===== src/rtl/crypt_uart_ctrl.sv =====
// crypt_uart_ctrl: byte-oriented UART command front-end for a block cipher.
// Handles key slot loading, encrypt/decrypt requests and status reporting.
module crypt_uart_ctrl #(
    parameter int unsigned BLK_BYTES   = 8,
    parameter int unsigned KEY_BYTES   = 8,
    parameter int unsigned KEY_SLOTS   = 4,
    parameter int unsigned TIMEOUT_CYC = 5000000
) (
    input  logic                   i_Clk,
    input  logic                   i_Rst,
    input  logic                   i_RxValid,
    input  logic [7:0]             i_RxData,
    output logic                   o_TxValid,
    output logic [7:0]             o_TxData,
    input  logic                   i_TxReady,
    output logic                   o_CipStart,
    output logic                   o_CipDecrypt,
    output logic [KEY_BYTES*8-1:0] o_CipKey,
    output logic [BLK_BYTES*8-1:0] o_CipData,
    input  logic                   i_CipDone,
    input  logic [BLK_BYTES*8-1:0] i_CipData,
    output logic                   o_Busy,
    output logic                   o_Err
);
    localparam int unsigned KW    = KEY_BYTES * 8;
    localparam int unsigned BW    = BLK_BYTES * 8;
    localparam int unsigned CNT_W = 6;
    localparam int unsigned TO_W  = (TIMEOUT_CYC > 1) ? $clog2(TIMEOUT_CYC) : 1;

    localparam logic [1:0] OP_LOAD  = 2'b00;
    localparam logic [1:0] OP_ENC   = 2'b01;
    localparam logic [1:0] OP_DEC   = 2'b10;
    localparam logic [1:0] OP_QUERY = 2'b11;

    localparam logic [7:0] ST_OK       = 8'h00;
    localparam logic [7:0] ST_BAD_SLOT = 8'hE1;
    localparam logic [7:0] ST_TIMEOUT  = 8'hE2;
    localparam logic [7:0] ST_NO_KEY   = 8'hE3;

    typedef enum logic [2:0] {
        S_IDLE, S_RX_KEY, S_RX_DATA, S_START, S_WAIT, S_TX_STAT, S_TX_DATA
    } state_t;

    state_t           r_state;
    logic [1:0]       r_op;
    logic [1:0]       r_slot;
    logic [KW-1:0]    r_keys [0:3];
    logic [3:0]       r_valid;
    logic [KW-1:0]    r_key_sh;
    logic [BW-1:0]    r_data;
    logic [CNT_W-1:0] r_cnt;
    logic [TO_W-1:0]  r_to;
    logic             r_tx_valid;
    logic [7:0]       r_tx_data;
    logic             r_cip_start;
    logic             r_cip_dec;
    logic [KW-1:0]    r_cip_key;
    logic             r_busy;
    logic             r_err;

    logic [1:0]    w_cmd_op;
    logic [1:0]    w_cmd_slot;
    logic          w_cmd_bad_slot;
    logic          w_last_key;
    logic          w_last_blk;
    logic          w_timeout;
    logic          w_tx_acc;
    logic [KW-1:0] w_key_in;
    logic [BW-1:0] w_data_in;
    logic [BW-1:0] w_data_sh;
    logic          w_stat_go;
    logic [7:0]    w_stat_byte;
    logic          w_stat_err;

    assign w_cmd_op       = i_RxData[1:0];
    assign w_cmd_slot     = i_RxData[3:2];
    assign w_cmd_bad_slot = 32'(w_cmd_slot) >= KEY_SLOTS;
    assign w_last_key     = r_cnt == CNT_W'(KEY_BYTES - 1);
    assign w_last_blk     = r_cnt == CNT_W'(BLK_BYTES - 1);
    assign w_timeout      = (TIMEOUT_CYC != 0) && (r_to == TO_W'(TIMEOUT_CYC - 1));
    assign w_tx_acc       = r_tx_valid & i_TxReady;
    // MSB-first shift: the first received byte ends up in the top byte
    assign w_key_in       = KW'({r_key_sh, i_RxData});
    assign w_data_in      = BW'({r_data, i_RxData});
    assign w_data_sh      = BW'({r_data, 8'h00});

    // Decide when the FSM enters TX_STAT and with which status byte
    always_comb begin
        w_stat_go   = 1'b0;
        w_stat_byte = ST_OK;
        w_stat_err  = 1'b0;
        case (r_state)
            S_IDLE: begin
                if (i_RxValid) begin
                    if (w_cmd_op == OP_QUERY) begin
                        w_stat_go   = 1'b1;
                        w_stat_byte = {4'h0, r_valid};
                    end else if (w_cmd_bad_slot) begin
                        w_stat_go   = 1'b1;
                        w_stat_byte = ST_BAD_SLOT;
                        w_stat_err  = 1'b1;
                    end else if (w_cmd_op != OP_LOAD && !r_valid[w_cmd_slot]) begin
                        w_stat_go   = 1'b1;
                        w_stat_byte = ST_NO_KEY;
                        w_stat_err  = 1'b1;
                    end
                end
            end
            S_RX_KEY: begin
                if (i_RxValid) begin
                    w_stat_go = w_last_key;
                end else if (w_timeout) begin
                    w_stat_go   = 1'b1;
                    w_stat_byte = ST_TIMEOUT;
                    w_stat_err  = 1'b1;
                end
            end
            S_RX_DATA: begin
                if (!i_RxValid && w_timeout) begin
                    w_stat_go   = 1'b1;
                    w_stat_byte = ST_TIMEOUT;
                    w_stat_err  = 1'b1;
                end
            end
            S_WAIT: begin
                w_stat_go = i_CipDone;
            end
            default: ;
        endcase
    end

    always_ff @(posedge i_Clk or negedge i_Rst) begin
        if (!i_Rst) begin
            r_state     <= S_IDLE;
            r_op        <= 2'b00;
            r_slot      <= 2'b00;
            for (int i = 0; i < 4; i++) r_keys[i] <= '0;
            r_valid     <= 4'h0;
            r_key_sh    <= '0;
            r_data      <= '0;
            r_cnt       <= '0;
            r_to        <= '0;
            r_tx_valid  <= 1'b0;
            r_tx_data   <= 8'h00;
            r_cip_start <= 1'b0;
            r_cip_dec   <= 1'b0;
            r_cip_key   <= '0;
            r_busy      <= 1'b0;
            r_err       <= 1'b0;
        end else begin
            r_cip_start <= 1'b0;
            if (w_stat_go) begin
                r_state    <= S_TX_STAT;
                r_tx_valid <= 1'b1;
                r_tx_data  <= w_stat_byte;
                r_err      <= w_stat_err;
            end
            case (r_state)
                S_IDLE: begin
                    if (i_RxValid) begin
                        r_op      <= w_cmd_op;
                        r_slot    <= w_cmd_slot;
                        r_cip_dec <= (w_cmd_op == OP_DEC);
                        r_cip_key <= r_keys[w_cmd_slot];
                        r_cnt     <= '0;
                        r_to      <= '0;
                        r_busy    <= 1'b1;
                        if (!w_stat_go)
                            r_state <= (w_cmd_op == OP_LOAD) ? S_RX_KEY : S_RX_DATA;
                    end
                end
                S_RX_KEY: begin
                    if (i_RxValid) begin
                        r_key_sh <= w_key_in;
                        r_to     <= '0;
                        r_cnt    <= r_cnt + CNT_W'(1);
                        if (w_last_key) begin
                            r_keys[r_slot]  <= w_key_in;
                            r_valid[r_slot] <= 1'b1;
                        end
                    end else begin
                        r_to <= r_to + TO_W'(1);
                    end
                end
                S_RX_DATA: begin
                    if (i_RxValid) begin
                        r_data <= w_data_in;
                        r_to   <= '0;
                        r_cnt  <= r_cnt + CNT_W'(1);
                        if (w_last_blk) begin
                            r_state     <= S_START;
                            r_cip_start <= 1'b1;
                        end
                    end else begin
                        r_to <= r_to + TO_W'(1);
                    end
                end
                S_START: r_state <= S_WAIT;
                S_WAIT: begin
                    if (i_CipDone) r_data <= i_CipData;
                end
                S_TX_STAT: begin
                    if (w_tx_acc) begin
                        if (r_tx_data == ST_OK && (r_op == OP_ENC || r_op == OP_DEC)) begin
                            r_state   <= S_TX_DATA;
                            r_tx_data <= r_data[BW-1 -: 8];
                            r_cnt     <= '0;
                        end else begin
                            r_state    <= S_IDLE;
                            r_tx_valid <= 1'b0;
                            r_busy     <= 1'b0;
                        end
                    end
                end
                S_TX_DATA: begin
                    if (w_tx_acc) begin
                        if (w_last_blk) begin
                            r_state    <= S_IDLE;
                            r_tx_valid <= 1'b0;
                            r_busy     <= 1'b0;
                        end else begin
                            r_cnt     <= r_cnt + CNT_W'(1);
                            r_data    <= w_data_sh;
                            r_tx_data <= w_data_sh[BW-1 -: 8];
                        end
                    end
                end
                default: r_state <= S_IDLE;
            endcase
        end
    end

    assign o_TxValid    = r_tx_valid;
    assign o_TxData     = r_tx_data;
    assign o_CipStart   = r_cip_start;
    assign o_CipDecrypt = r_cip_dec;
    assign o_CipKey     = r_cip_key;
    assign o_CipData    = r_data;
    assign o_Busy       = r_busy;
    assign o_Err        = r_err;

endmodule


===== config.mk =====
export PLATFORM = sky130hd
export DESIGN_NAME = crypt_uart_ctrl
export DESIGN_NICKNAME = d
export VERILOG_FILES = /design/src/rtl/crypt_uart_ctrl.sv
export SDC_FILE = /design/constraint.sdc
export NUM_CORES = 1
export LEC_CHECK = 0
export CORE_MARGIN = 4
export CORE_UTILIZATION = 54
export CTS_BUF_LIST = sky130_fd_sc_hd__clkbuf_16
export CTS_CLUSTER_SIZE = 25
export DETAILED_ROUTE_END_ITERATION = 10
export PLACE_DENSITY = 0.76
export SYNTH_ARGS = -nofsm -noshare
export SYNTH_HDL_FRONTEND = slang
export SYNTH_SLANG_ARGS = --single-unit
export TNS_END_PERCENT = 20

===== constraint.sdc =====
create_clock -name i_Clk -period 3.83 [get_ports i_Clk]
set_clock_uncertainty 0.05 [all_clocks]
set_input_delay 0.766 -clock i_Clk [delete_from_list [all_inputs] [get_ports i_Clk]]
set_output_delay 0.766 -clock i_Clk [all_outputs]
set_load 0.1 [all_outputs]

==> reports/results.tsv <==
stage	metric	value	unit
clocking	cts-buffers-inserted	51	
worst_setup_path	path_cells	clkdlybuf4s50_1	
floorplan	coreArea	39730	um^2
drt	met3_length	2598	um
clocking	post-cts-setup-buffers	0	
drt	wl_met2	23850	um
floorplan	start_util	54.53	%
layout	antenna_cells	0	
worst_setup_path	crit_buf_inv	1	
synthesis	synth_top_cells_by_area	dfrtp_1 (57%), mux2_2 (20%), mux4_2 (6.8%), nand2_1 (3.9%), mux2_4 (3.4%)	
placement	place.gp.congestion	0.8809	
synthesis	post-synth-top-count-cell	dfrtp_1	
drt	drt-met1-wl	21970	um
grt	grt_pass1_wl	80130	um
worst_setup_path	cp_max_fo	4	
drt	detail-route-antenna-nets	0	
floorplan	die_area	43390	um^2
synthesis	synth_edf_count	0	
layout	nets	1817	
sta	finalCritPeriodShare	79.14	%
worst_setup_path	slowest_stage	clkdlybuf4s50_1	
worst_setup_path	slowest_delay	1.19	ns
worst_setup_path	crit_family	buffers and inverters	
sta	rsz0062_at_grt	no	
synthesis	ys.flop_type	dfrtp_1	
layout	final_area	25950	um^2
drt	num_vias	13250	
drt	drtPass1Iterations	5	
sta	worstMarginPinSlew	1.103	ns
floorplan	ios	218	
floorplan	chipWidth	208.3	um
sta	setup_viol	0	
sta	max_freq	329.9	MHz
placement	hpwlAfterDp	30610	um
layout	area_growth	19.77	%
clocking	path_clk_slew	0.06	ns
synthesis	synth_cells	1538	
clocking	cts_resized	0	
sta	fin_hold_ws	0.1442	ns
clocking	numClockSinks	493	
drt	viasPerCell	5.761	
clocking	cts.htree.levels	2	
floorplan	die-height	208.3	um
placement	port_buffers	217	
worst_setup_path	crit_required	3.01	ns
sta	final.setup.tns	0	ns
power	finalPower	17.78	mW
sta	timing.max_slew.rel_slack	26.50	%
clocking	cts_max_path_buffers	3	
grt	overflow	0	
worst_setup_path	r2r-start	r_cnt[0]	
drt	drt_first_iter_violations	742	
outcome	status	completed	
power	power_density	685.4	nW/um^2
drt	drc	0	
synthesis	syn_area	21670	um^2
drt	top_layer_used	met5	
floorplan	rows	73	
synthesis	async_flop_share	100.0	%
synthesis	synth.net_count	1617	
run	maxCapViolations	0	
sta	finalHoldViolations	0	
worst_setup_path	rr_worst_depth	6	
grt	grt_usage	22.81	%
placement	placed_area	24390	um^2
synthesis	yosysWarnings	0	
grt	antenna_found_initial	1	
sta	slew_violations	0	
clocking	cts_tree	yes	
drt	routed_wl	49260	um
synthesis	ys_types	59	
clocking	cts_hold_buf	0	
worst_setup_path	end_kind	output pin	
power	vdd_drop_max	0.4395	mV
grt	grt_pass1_vias	14050	
sta	post-route-min-period	3.031	ns
grt	grt_start_max_net_pins	76	
drt	drt-wirelength-per-cell	21.43	um
synthesis	ys_top_cells_by_count	dfrtp_1 (493), mux2_2 (379), nand2_1 (226)	
worst_setup_path	r2r_slack	1.09	ns
worst_setup_path	critPathArrivalTime	2.21	ns
worst_setup_path	cp_num_cells	1	
clocking	worstSkewPairLatency	0.57	ns
synthesis	ys_ff_latch	493	
synthesis	synth.avg_cell_area	14.09	um^2
worst_setup_path	path_class	flip-flop to output pin	
worst_setup_path	setup.worst_path.start_class	flip-flop	
synthesis	synth_top_cell_by_area	dfrtp_1	
power	leakage	12.38	nW
worst_setup_path	worst_r2r_endpoint	r_keys[28]	
layout	drive_gt1_share	34.22	%
synthesis	synth_top_area_share	56.94	%
synthesis	ys_seq_area_share	56.94	%
clocking	cts-root-buf	clkbuf_16	
min_path	hp-class	input port to async pin	
-- metal layers --
| layer | global-route usage, % | vias to the layer above |
|---|---|---|
| met1 | 32.91 | 6919 |
| met5 | 0 | - |
| met4 | 5.119 | 2 |
| li1 | - | 5902 |
| met2 | 37.13 | 354 |
| met3 | 3.709 | 68 |
-- per-stage QoR --
stage	worst slack (ns)	cells	util (%)
6_report	0.7991	2299	65.31
5_1_grt	0.7420	2299	65.31
4_1_cts	0.7434	2299	65.31
3_5_place_dp	0.5082	2210	61.39
3_3_place_gp	0.6651	2210	61.39
2_1_floorplan	1.348	1538	-
-- state kept, by name, summed over array words and instances (netlist names) --
name	count
o_CipStart	1
r_key_sh	56
r_keys	256
o_CipKey	64
o_TxValid	1
r_valid	4
o_Busy	1
r_slot	2
r_cnt	6
r_state	3
o_CipData	64
o_Err	1
o_TxData	8
r_op	2
o_CipDecrypt	1
r_to	23
-- cells in the final DEF, fill, tap and decap left out, types with 4 or more instances in the layout --
cell type	count
clkbuf_16	53
nor2_1	25
nor3_1	8
mux2_4	49
buf_4	15
mux2_2	379
a22o_1	14
o21a_1	7
nor4_1	9
inv_1	19
o31ai_1	4
xor2_1	4
nand3_1	14
buf_12	12
mux4_2	65
nand2b_1	9
a21oi_1	9
a311o_1	4
xnor2_1	10
and2_1	6
clkinv_1	12
o21ai_0	20
dfrtp_1	493
nand2_1	226
mux2i_1	5
clkdlybuf4s50_1	213
clkinv_2	11
nand4_1	10
and3_1	8
-- logic make-up after synthesis --
kind of cell,Yosys count,share of synthesized area (%)
flip-flops,493,56.94
buffers and inverters,104,2.298
AO/OA/AOI/OAI,87,2.980
adder cells (fa/ha/maj),2,0.1155
AND/OR/NAND/NOR,340,7.017
XOR/XNOR,14,0.5659
multiplexers,498,30.08
-- worst max-delay path by stage --
stage,startpoint,end,slack [ns]
2_1_floorplan,o_TxData[5],o_TxData[0],1.35
5_1_grt,o_CipData[48],o_CipData[48],0.74
3_3_place_gp,i_RxValid,o_TxData[7],0.67
6_report,o_CipData[48],o_CipData[48],0.80
3_5_place_dp,i_RxValid,o_TxData[5],0.51
4_1_cts,o_CipData[48],o_CipData[48],0.74
-- worst reg2reg max path, cell delays in order, from the launching register on --
cell and delay (ns):
dfrtp_1 0.40, ha_1 0.26, and4bb_2 0.29, and2_1 0.20, nand4_1 0.10, buf_4 0.82, mux2_2 0.50
-- where the power goes --
part	leakage, nW	internal (mW)	total [mW]	switching [mW]
registers	6.67	5.94	6.86	0.924
clock network	0.805	2.68	4.64	1.96
logic	4.90	2.08	6.28	4.20
-- layout make-up --
cell class | instances | area [um^2]
Fill cell | 2879 | 13780
Sequential cell | 493 | 12340
Multi-Input combinational cell | 941 | 8860
Timing Repair Buffer | 241 | 2500
Clock buffer | 53 | 1326
Tap cell | 525 | 656.9
Clock inverter | 36 | 231.5
Inverter | 10 | 37.54
(Power assumes the default switching activity.)
